**config.mk**
```make
export PLATFORM = sky130hd
export DESIGN_NAME = ysyx_24100012_lsu
export DESIGN_NICKNAME = d
export VERILOG_FILES = /design/src/rtl/ysyx_24100012_lsu.sv
export SDC_FILE = /design/constraint.sdc
export NUM_CORES = 1
export LEC_CHECK = 0
export BUFFER_PORTS_ARGS = -buffer_cell sky130_fd_sc_hd__buf_2
export CORE_MARGIN = 2
export CORE_UTILIZATION = 52
export CTS_CLUSTER_DIAMETER = 30
export DETAILED_ROUTE_END_ITERATION = 16
export PLACE_DENSITY_LB_ADDON = 0.1
export SLEW_MARGIN = 10
export SYNTH_ARGS = -nofsm -noshare
export SYNTH_HDL_FRONTEND = slang
export SYNTH_SLANG_ARGS = --single-unit
```
**constraint.sdc**
```tcl
create_clock -name clk -period 8.85 [get_ports clk]
set_clock_uncertainty 0.05 [all_clocks]
set_input_delay 1.77 -clock clk [delete_from_list [all_inputs] [get_ports clk]]
set_output_delay 1.77 -clock clk [all_outputs]
set_load 0.005 [all_outputs]
```
**src/rtl/ysyx_24100012_lsu.sv**
```systemverilog
// rtl/ysyx_24100012_lsu.sv - load/store unit: request check, single RAM access, extended response
module ysyx_24100012_lsu #(
  parameter int                    ADDR_WIDTH  = 32,
  parameter int                    DATA_WIDTH  = 32,
  parameter logic [ADDR_WIDTH-1:0] ORIGIN_ADDR = 32'h80000000,
  parameter logic [ADDR_WIDTH-1:0] MEM_SIZE    = 32'h08000000,
  parameter int                    TIMEOUT     = 255
) (
  input  logic                  clk,
  input  logic                  rst,
  input  logic                  req_valid,
  output logic                  req_ready,
  input  logic                  req_we,
  input  logic [2:0]            req_funct3,
  input  logic [ADDR_WIDTH-1:0] req_addr,
  input  logic [DATA_WIDTH-1:0] req_wdata,
  output logic                  resp_valid,
  output logic [DATA_WIDTH-1:0] resp_rdata,
  output logic                  resp_err,
  output logic                  mem_ren,
  output logic                  mem_wen,
  output logic [ADDR_WIDTH-1:0] mem_addr,
  output logic [DATA_WIDTH-1:0] mem_len,
  output logic [DATA_WIDTH-1:0] mem_wdata,
  input  logic                  mem_ready,
  input  logic [DATA_WIDTH-1:0] mem_rdata
);

  localparam int CNT_W = $clog2(TIMEOUT + 1);

  typedef enum logic [1:0] {
    IDLE   = 2'd0,
    ACCESS = 2'd1,
    RESP   = 2'd2
  } state_t;

  state_t                  state_q, state_d;
  logic                    we_q, we_d;
  logic [2:0]              funct3_q, funct3_d;
  logic [ADDR_WIDTH-1:0]   addr_q, addr_d;
  logic [DATA_WIDTH-1:0]   wdata_q, wdata_d;
  logic [CNT_W-1:0]        cnt_q, cnt_d;
  logic [DATA_WIDTH-1:0]   rdata_q, rdata_d;
  logic                    err_q, err_d;

  function automatic logic [3:0] len_of(input logic [2:0] f3);
    case (f3[1:0])
      2'b00:   len_of = 4'd1;
      2'b01:   len_of = 4'd2;
      default: len_of = 4'd4;
    endcase
  endfunction

  logic [3:0]            req_len;
  logic [ADDR_WIDTH:0]   req_end;
  logic [ADDR_WIDTH:0]   win_end;
  logic                  req_fault;
  logic [DATA_WIDTH-1:0] req_wdata_masked;
  logic [DATA_WIDTH-1:0] ext_rdata;
  logic                  in_access;
  logic                  in_resp;

  assign req_len = len_of(req_funct3);
  // Window bound is checked one bit wider so a request near the top of the address space cannot wrap into range.
  assign req_end = {1'b0, req_addr} + {{(ADDR_WIDTH-3){1'b0}}, req_len};
  assign win_end = {1'b0, ORIGIN_ADDR} + {1'b0, MEM_SIZE};

  always_comb begin
    req_fault = 1'b0;
    if ((req_funct3 == 3'b011) || (req_funct3 == 3'b110) || (req_funct3 == 3'b111)) req_fault = 1'b1;
    if (req_we && req_funct3[2]) req_fault = 1'b1;
    if ((req_len == 4'd2) && req_addr[0]) req_fault = 1'b1;
    if ((req_len == 4'd4) && (req_addr[1:0] != 2'b00)) req_fault = 1'b1;
    if (req_addr < ORIGIN_ADDR) req_fault = 1'b1;
    if (req_end > win_end) req_fault = 1'b1;
  end

  always_comb begin
    case (req_len)
      4'd1:    req_wdata_masked = {{(DATA_WIDTH-8){1'b0}}, req_wdata[7:0]};
      4'd2:    req_wdata_masked = {{(DATA_WIDTH-16){1'b0}}, req_wdata[15:0]};
      default: req_wdata_masked = req_wdata;
    endcase
  end

  always_comb begin
    case (funct3_q)
      3'b000:  ext_rdata = {{(DATA_WIDTH-8){mem_rdata[7]}}, mem_rdata[7:0]};
      3'b001:  ext_rdata = {{(DATA_WIDTH-16){mem_rdata[15]}}, mem_rdata[15:0]};
      3'b100:  ext_rdata = {{(DATA_WIDTH-8){1'b0}}, mem_rdata[7:0]};
      3'b101:  ext_rdata = {{(DATA_WIDTH-16){1'b0}}, mem_rdata[15:0]};
      default: ext_rdata = mem_rdata;
    endcase
  end

  always_comb begin
    state_d  = state_q;
    we_d     = we_q;
    funct3_d = funct3_q;
    addr_d   = addr_q;
    wdata_d  = wdata_q;
    cnt_d    = cnt_q;
    rdata_d  = rdata_q;
    err_d    = err_q;
    case (state_q)
      IDLE: begin
        if (req_valid) begin
          we_d     = req_we;
          funct3_d = req_funct3;
          addr_d   = req_addr;
          wdata_d  = req_wdata_masked;
          cnt_d    = '0;
          rdata_d  = '0;
          err_d    = req_fault;
          state_d  = req_fault ? RESP : ACCESS;
        end
      end
      ACCESS: begin
        if (mem_ready) begin
          rdata_d = we_q ? '0 : ext_rdata;
          err_d   = 1'b0;
          state_d = RESP;
        end else if (cnt_q == CNT_W'(TIMEOUT - 1)) begin
          rdata_d = '0;
          err_d   = 1'b1;
          state_d = RESP;
        end else begin
          cnt_d = cnt_q + 1'b1;
        end
      end
      RESP: begin
        state_d = IDLE;
      end
      default: begin
        state_d = IDLE;
      end
    endcase
  end

  always_ff @(posedge clk or posedge rst) begin
    if (rst) begin
      state_q  <= IDLE;
      we_q     <= 1'b0;
      funct3_q <= 3'b000;
      addr_q   <= '0;
      wdata_q  <= '0;
      cnt_q    <= '0;
      rdata_q  <= '0;
      err_q    <= 1'b0;
    end else begin
      state_q  <= state_d;
      we_q     <= we_d;
      funct3_q <= funct3_d;
      addr_q   <= addr_d;
      wdata_q  <= wdata_d;
      cnt_q    <= cnt_d;
      rdata_q  <= rdata_d;
      err_q    <= err_d;
    end
  end

  // Outputs decode straight from the state register so reset clears them without a clock.
  assign in_access  = (state_q == ACCESS);
  assign in_resp    = (state_q == RESP);
  assign req_ready  = (state_q == IDLE);
  assign mem_ren    = in_access && !we_q;
  assign mem_wen    = in_access && we_q;
  assign mem_addr   = in_access ? addr_q : '0;
  assign mem_len    = in_access ? {{(DATA_WIDTH-4){1'b0}}, len_of(funct3_q)} : '0;
  assign mem_wdata  = in_access ? wdata_q : '0;
  assign resp_valid = in_resp;
  assign resp_rdata = in_resp ? rdata_q : '0;
  assign resp_err   = in_resp && err_q;

endmodule
```
==> results.sh, run 1 <==
export IMPL_status="finished clean"
export IMPL_cp_data_required_time_ns=9.00
export IMPL_wl_per_cell_um=15.3
export IMPL_crit_path_max_fanout=11
export IMPL_period_needed_ns=4.63
export IMPL_yosysMostFrequentCell="nand2_1"
export IMPL_ys_async_sr_fraction_pct=100
export IMPL_clockBufferDepth=2
export IMPL_power_leakage_nw=4.14
export IMPL_fin_ws_ns=4.22
export IMPL_die_w_um=113
export IMPL_setup_violations=0
export IMPL_worst_pin_slew_ns=0.944
export IMPL_yosys_top_cells_count="nand2_1, dfrtp_1, and2_1"
export IMPL_first_pass_iters=5
export IMPL_crit_type="input port to flip-flop"
export IMPL_vias_per_cell=5.34
export IMPL_antenna_found_initial=0
export IMPL_cts_resized=0
export IMPL_grt_pass1_vias=5395
export IMPL_wl_um=16100
export IMPL_grt_start_max_net_pins=76
export IMPL_worst_setup_path_end_kind="flip-flop"
export IMPL_initial_utilization_pct=53.7
export IMPL_numCtsBuffers=9
export IMPL_dieArea_mm2=0.0127
export IMPL_root_buffer="clkbuf_16"
export IMPL_ys_flop_type="dfrtp_1"
export IMPL_post_route_period_util_pct=52.3
export IMPL_worstPathArrival_ns=4.78
export IMPL_coreArea_mm2=0.0115
export IMPL_cap_viol_max_count=0
export IMPL_fmax_mhz=216
export IMPL_drc_errors=0
export IMPL_cts_tree="yes"
export IMPL_hp_class="flip-flop to flip-flop"
export IMPL_synth_area_mm2=0.00615
export IMPL_hold_viol=0
export IMPL_fillers=1012
export IMPL_ys_top_cells_by_area="dfrtp_1, nand2_1, and2_1, buf_4, a22o_1"
export IMPL_gp_congestion=0.941
export IMPL_start_kind="input port"
export IMPL_drive_gt1_share_pct=27.0
export IMPL_yosysSeqAreaShare_pct=45.1
export IMPL_dp_hpwl_um=11400
export IMPL_nNetsFinal=1016
export IMPL_post_cts_buffers=0
export IMPL_grt_overflow_total=0
export IMPL_synth_top_cell_area_share_pct=45.1
export IMPL_vias=5621
export IMPL_drt_iter0_markers=361
export IMPL_place_ws_ns=3.90
export IMPL_synth_area_per_cell_um2=8.52
export IMPL_clk_pin_slew_ns=0.07
export IMPL_max_slew_margin_pct=37.1
export IMPL_ioPinCount=237
export IMPL_vdd_drop_max_mv=0.117
export IMPL_final_max_slew_viol_count=0
export IMPL_insertion_delay_ns=0.35
export IMPL_antenna_cells=0
export IMPL_netlist_instances=722
export IMPL_area_growth_pct=22.1
export IMPL_numPortBuffers=207
export IMPL_rows=39
export IMPL_yosys_warnings=0
export IMPL_yosysTopAreaCell="dfrtp_1"
export IMPL_grt_setup_unrepaired="no"
export IMPL_die_h_um=113
export IMPL_ys_ff_latch=111
export IMPL_r2r_setup_slack_ns=6.00
export IMPL_synth_edf_count=0
export IMPL_htreeDepth=3
export IMPL_track_usage_pct=25.8
export IMPL_cts_hold_fix_buffers=0
export IMPL_clock_sinks=111
export IMPL_ys_types=56
export IMPL_powerDensity_mw_per_mm2=157
export IMPL_antenna_left=0
export IMPL_grt_pass1_wl_um=26700
export IMPL_fin_setup_tns_ns=0
placed cells by master (no fill, tap or decap), drive strengths merged, types with 3 or more instances in the layout:
| master | instances |
|---|---|
| nand2 | 202 |
| nor2b | 18 |
| nand3 | 15 |
| a21oi | 10 |
| mux2 | 3 |
| a21o | 3 |
| mux2i | 5 |
| dfrtp | 111 |
| nand3b | 11 |
| clkbuf | 10 |
| nor2 | 19 |
| conb | 29 |
| a22o | 25 |
| nor3 | 10 |
| and3 | 6 |
| inv | 10 |
| and4 | 4 |
| nand2b | 3 |
| nand4 | 14 |
| buf | 214 |
| ha | 6 |
| xor2 | 5 |
| o21ai | 38 |
| or3 | 4 |
| xnor2 | 3 |
| and2 | 102 |
state kept, by name, indices dropped and copies added, names as in the netlist:
name	count
addr_q	32
rdata_q	32
wdata_q	32
cnt_q	8
funct3_q	3
state_q	2
err_q	1
we_q	1
per-stage QoR:
stage,total power [mW],hold slack (ns),std cells,util [%],area (um^2)
global placement,0.737,0.391,1036,62.5,7170
floorplan,0.689,0.380,750,-,6260
global route,1.23,0.443,1053,65.5,7510
CTS,1.19,0.415,1052,65.3,7490
detailed placement,0.744,0.398,1036,62.5,7170
finish,1.18,0.409,1053,65.5,7510
power breakdown:
part           switching, mW  total, mW  internal, mW
Combinational         0.0960      0.157        0.0609
Clock                  0.191      0.442         0.251
Sequential            0.0281      0.578         0.550
final cells by class:
| type | count | area [um^2] | area share (%) |
|---|---|---|---|
| Multi-Input combinational cell | 561 | 3100 | 41.3 |
| Sequential cell | 111 | 2780 | 37.0 |
| Timing Repair Buffer | 214 | 1100 | 14.7 |
| Clock buffer | 10 | 229 | 3.05 |
| Tap cell | 143 | 179 | 2.38 |
| Clock inverter | 6 | 92.6 | 1.23 |
| Inverter | 8 | 32.5 | 0.433 |
critical path: stages:
cell	delay [ns]
buf_2	0.23
nor2_1	0.09
ha_1	0.22
fa_1	0.45
a21oi_2	0.36
o21ai_0	0.13
mux2_1	0.29
or4_1	0.53
a211oi_2	0.18
nand4_1	0.12
a211oi_2	0.30
a21oi_1	0.11
cell families (layout without fill, tap and decap cells):
logic type,after synthesis,in the layout,synth area share [%]
AOI/OAI and AO/OA,91,91,10.1
xor gates and xnor gates,8,8,1.14
and+or+nand+nor,418,418,34.1
adders and majority gates,7,7,1.55
buffers and inverters,78,238,6.65
other,1,29,0.0609
DFF,111,111,45.1
muxes,8,8,1.36
final timing paths:
path / start / endpoint / depth (start not counted)
max in group asynchronous: rst / addr_q[13] / 3
worst min register to register: wdata_q[27] / wdata_q[27] / 2
worst max-delay path: req_funct3[1] / err_q / 12
worst max register to register: state_q[0] / cnt_q[5] / 8
worst min-delay path: wdata_q[27] / wdata_q[27] / 2
min in group asynchronous: rst / wdata_q[22] / 2
layer usage:
metal	routed length (um)	GRT usage (%)	vias up
li1	-	-	2693
met4	245	8.13	0
met2	7680	42.4	210
met3	991	4.39	21
met5	0	0	-
met1	7230	35.1	2697
No activity file was read; power rests on OpenSTA's default activity.
==> run 2: changes to the inputs <==
- CORE_UTILIZATION: 52 -> 50
- clock period: 8.85 -> 4.5 ns (I/O delays scaled with it)
==> results.sh, run 2 (same netlist as run 1, synthesis figures left out) <==
export IMPL_post_layout_nonfiller_instances=1057
export IMPL_hp_class="flip-flop to flip-flop"
export IMPL_grt_overflow_total=0
export IMPL_setup_violations=0
export IMPL_insertion_delay_ns=0.34
export IMPL_start_kind="input port"
export IMPL_final_max_slew_viol_count=0
export IMPL_cts_resized=0
export IMPL_post_cts_buffers=0
export IMPL_worstPathArrival_ns=3.96
export IMPL_crit_start="req_funct3[1]"
export IMPL_grt_start_max_net_pins=90
export IMPL_first_pass_iters=5
export IMPL_worst_pin_slew_ns=1.07
export IMPL_cts_hold_fix_buffers=0
export IMPL_cts_tree="yes"
export IMPL_vias=5521
export IMPL_fin_setup_tns_ns=0
export IMPL_vias_per_cell=5.22
export IMPL_antenna_cells=0
export IMPL_root_buffer="clkbuf_16"
export IMPL_cp_data_required_time_ns=4.65
export IMPL_drc_errors=0
export IMPL_antenna_found_initial=0
export IMPL_grt_pass1_vias=5021
export IMPL_area_growth_pct=22.1
export IMPL_crit_type="input port to flip-flop"
export IMPL_max_slew_margin_pct=28.6
export IMPL_power_mw=2.28
export IMPL_vdd_drop_max_mv=0.162
export IMPL_ioPinCount=237
export IMPL_die_w_um=115
export IMPL_antenna_left=0
export IMPL_grt_setup_unrepaired="no"
export IMPL_gp_congestion=0.989
export IMPL_drt_iter0_markers=379
export IMPL_period_needed_ns=3.81
export IMPL_wl_per_cell_um=14.9
export IMPL_final_cell_mix="buf_2, nand2_1, dfrtp_1"
export IMPL_r2r_start="state_q[1]"
export IMPL_worst_setup_path_end_kind="flip-flop"
export IMPL_post_route_period_util_pct=84.6
export IMPL_dieArea_mm2=0.0132
export IMPL_clockBufferDepth=2
export IMPL_hold_viol=0
export IMPL_cap_viol_max_count=0
export IMPL_clk_pin_slew_ns=0.07
export IMPL_clock_sinks=111
export IMPL_drive_gt1_share_pct=27.1
export IMPL_dp_cells=1040
export IMPL_crit_path_max_fanout=11
export IMPL_initial_utilization_pct=51.2
export IMPL_track_usage_pct=23.7
export IMPL_final_common_cell="buf_2"
export IMPL_fin_util_pct=62.6
export IMPL_nNetsFinal=1016
export IMPL_dp_hpwl_um=11100
export IMPL_wl_um=15700
export IMPL_largestRegisters="addr_q x32, rdata_q x32, wdata_q x32"
export IMPL_numPortBuffers=207
export IMPL_die_h_um=115
export IMPL_numCtsBuffers=9
export IMPL_htreeDepth=3
export IMPL_coreArea_mm2=0.0120
export IMPL_grt_pass1_wl_um=25100
export IMPL_powerDensity_mw_per_mm2=304
export IMPL_rows=40
export IMPL_fmax_mhz=263
export IMPL_status="finished clean"
export IMPL_power_leakage_nw=4.13
export IMPL_worstHoldStart="wdata_q[16]"
run 2: worst max-delay path, stage by stage:
cell and delay [ns]:
buf_2 0.22, nand2b_1 0.19, inv_1 0.09, fa_1 0.47
a21oi_2 0.34, o21ai_0 0.16, mux2_1 0.33, or4_1 0.55
a211oi_2 0.15, nand4_1 0.12, a211oi_2 0.31, a21oi_1 0.11
run 2: metal layers:
layer,vias up,part of all wire [%],track usage [%]
li1,2687,-,-
met1,2580,44,32.4
met2,226,47,37.5
met3,28,6.9,4.96
met4,0,1.8,8.43
met5,-,0,0
run 2: where the power goes:
| group | internal [mW] | leakage (nW) | switching, mW |
|---|---|---|---|
| Clock | 0.467 | 0.150 | 0.372 |
| Combinational | 0.120 | 2.54 | 0.187 |
| Sequential | 1.08 | 1.44 | 0.0537 |
run 2: layout make-up:
type	count	area (um^2)
Clock inverter	5	65.1
Multi-Input combinational cell	561	3100
Sequential cell	111	2780
Tap cell	147	184
Fill cell	1091	4500
Clock buffer	11	253
Timing Repair Buffer	214	1100
Inverter	8	32.5
run 2: path summary, 6_finish.rpt:
| path | slack [ns] | end | depth (start not counted) |
|---|---|---|---|
| min | 0.41 | wdata_q[16] | 2 |
| max in group asynchronous | 2.75 | addr_q[10] | 3 |
| min reg2reg | 0.41 | wdata_q[16] | 2 |
| max | 0.69 | err_q | 12 |
| max reg2reg | 2.18 | cnt_q[7] | 7 |
| min in group asynchronous | 0.76 | wdata_q[25] | 2 |
run 2: stage by stage:
stage          hold WS, ns  instance area [um^2]  setup WS (ns)
2_1_floorplan        0.380                  6260          0.619
3_3_place_gp         0.392                  7180          0.577
3_5_place_dp         0.397                  7180          0.442
4_1_cts              0.414                  7490          0.746
5_1_grt              0.435                  7510          0.480
6_report             0.410                  7510          0.695
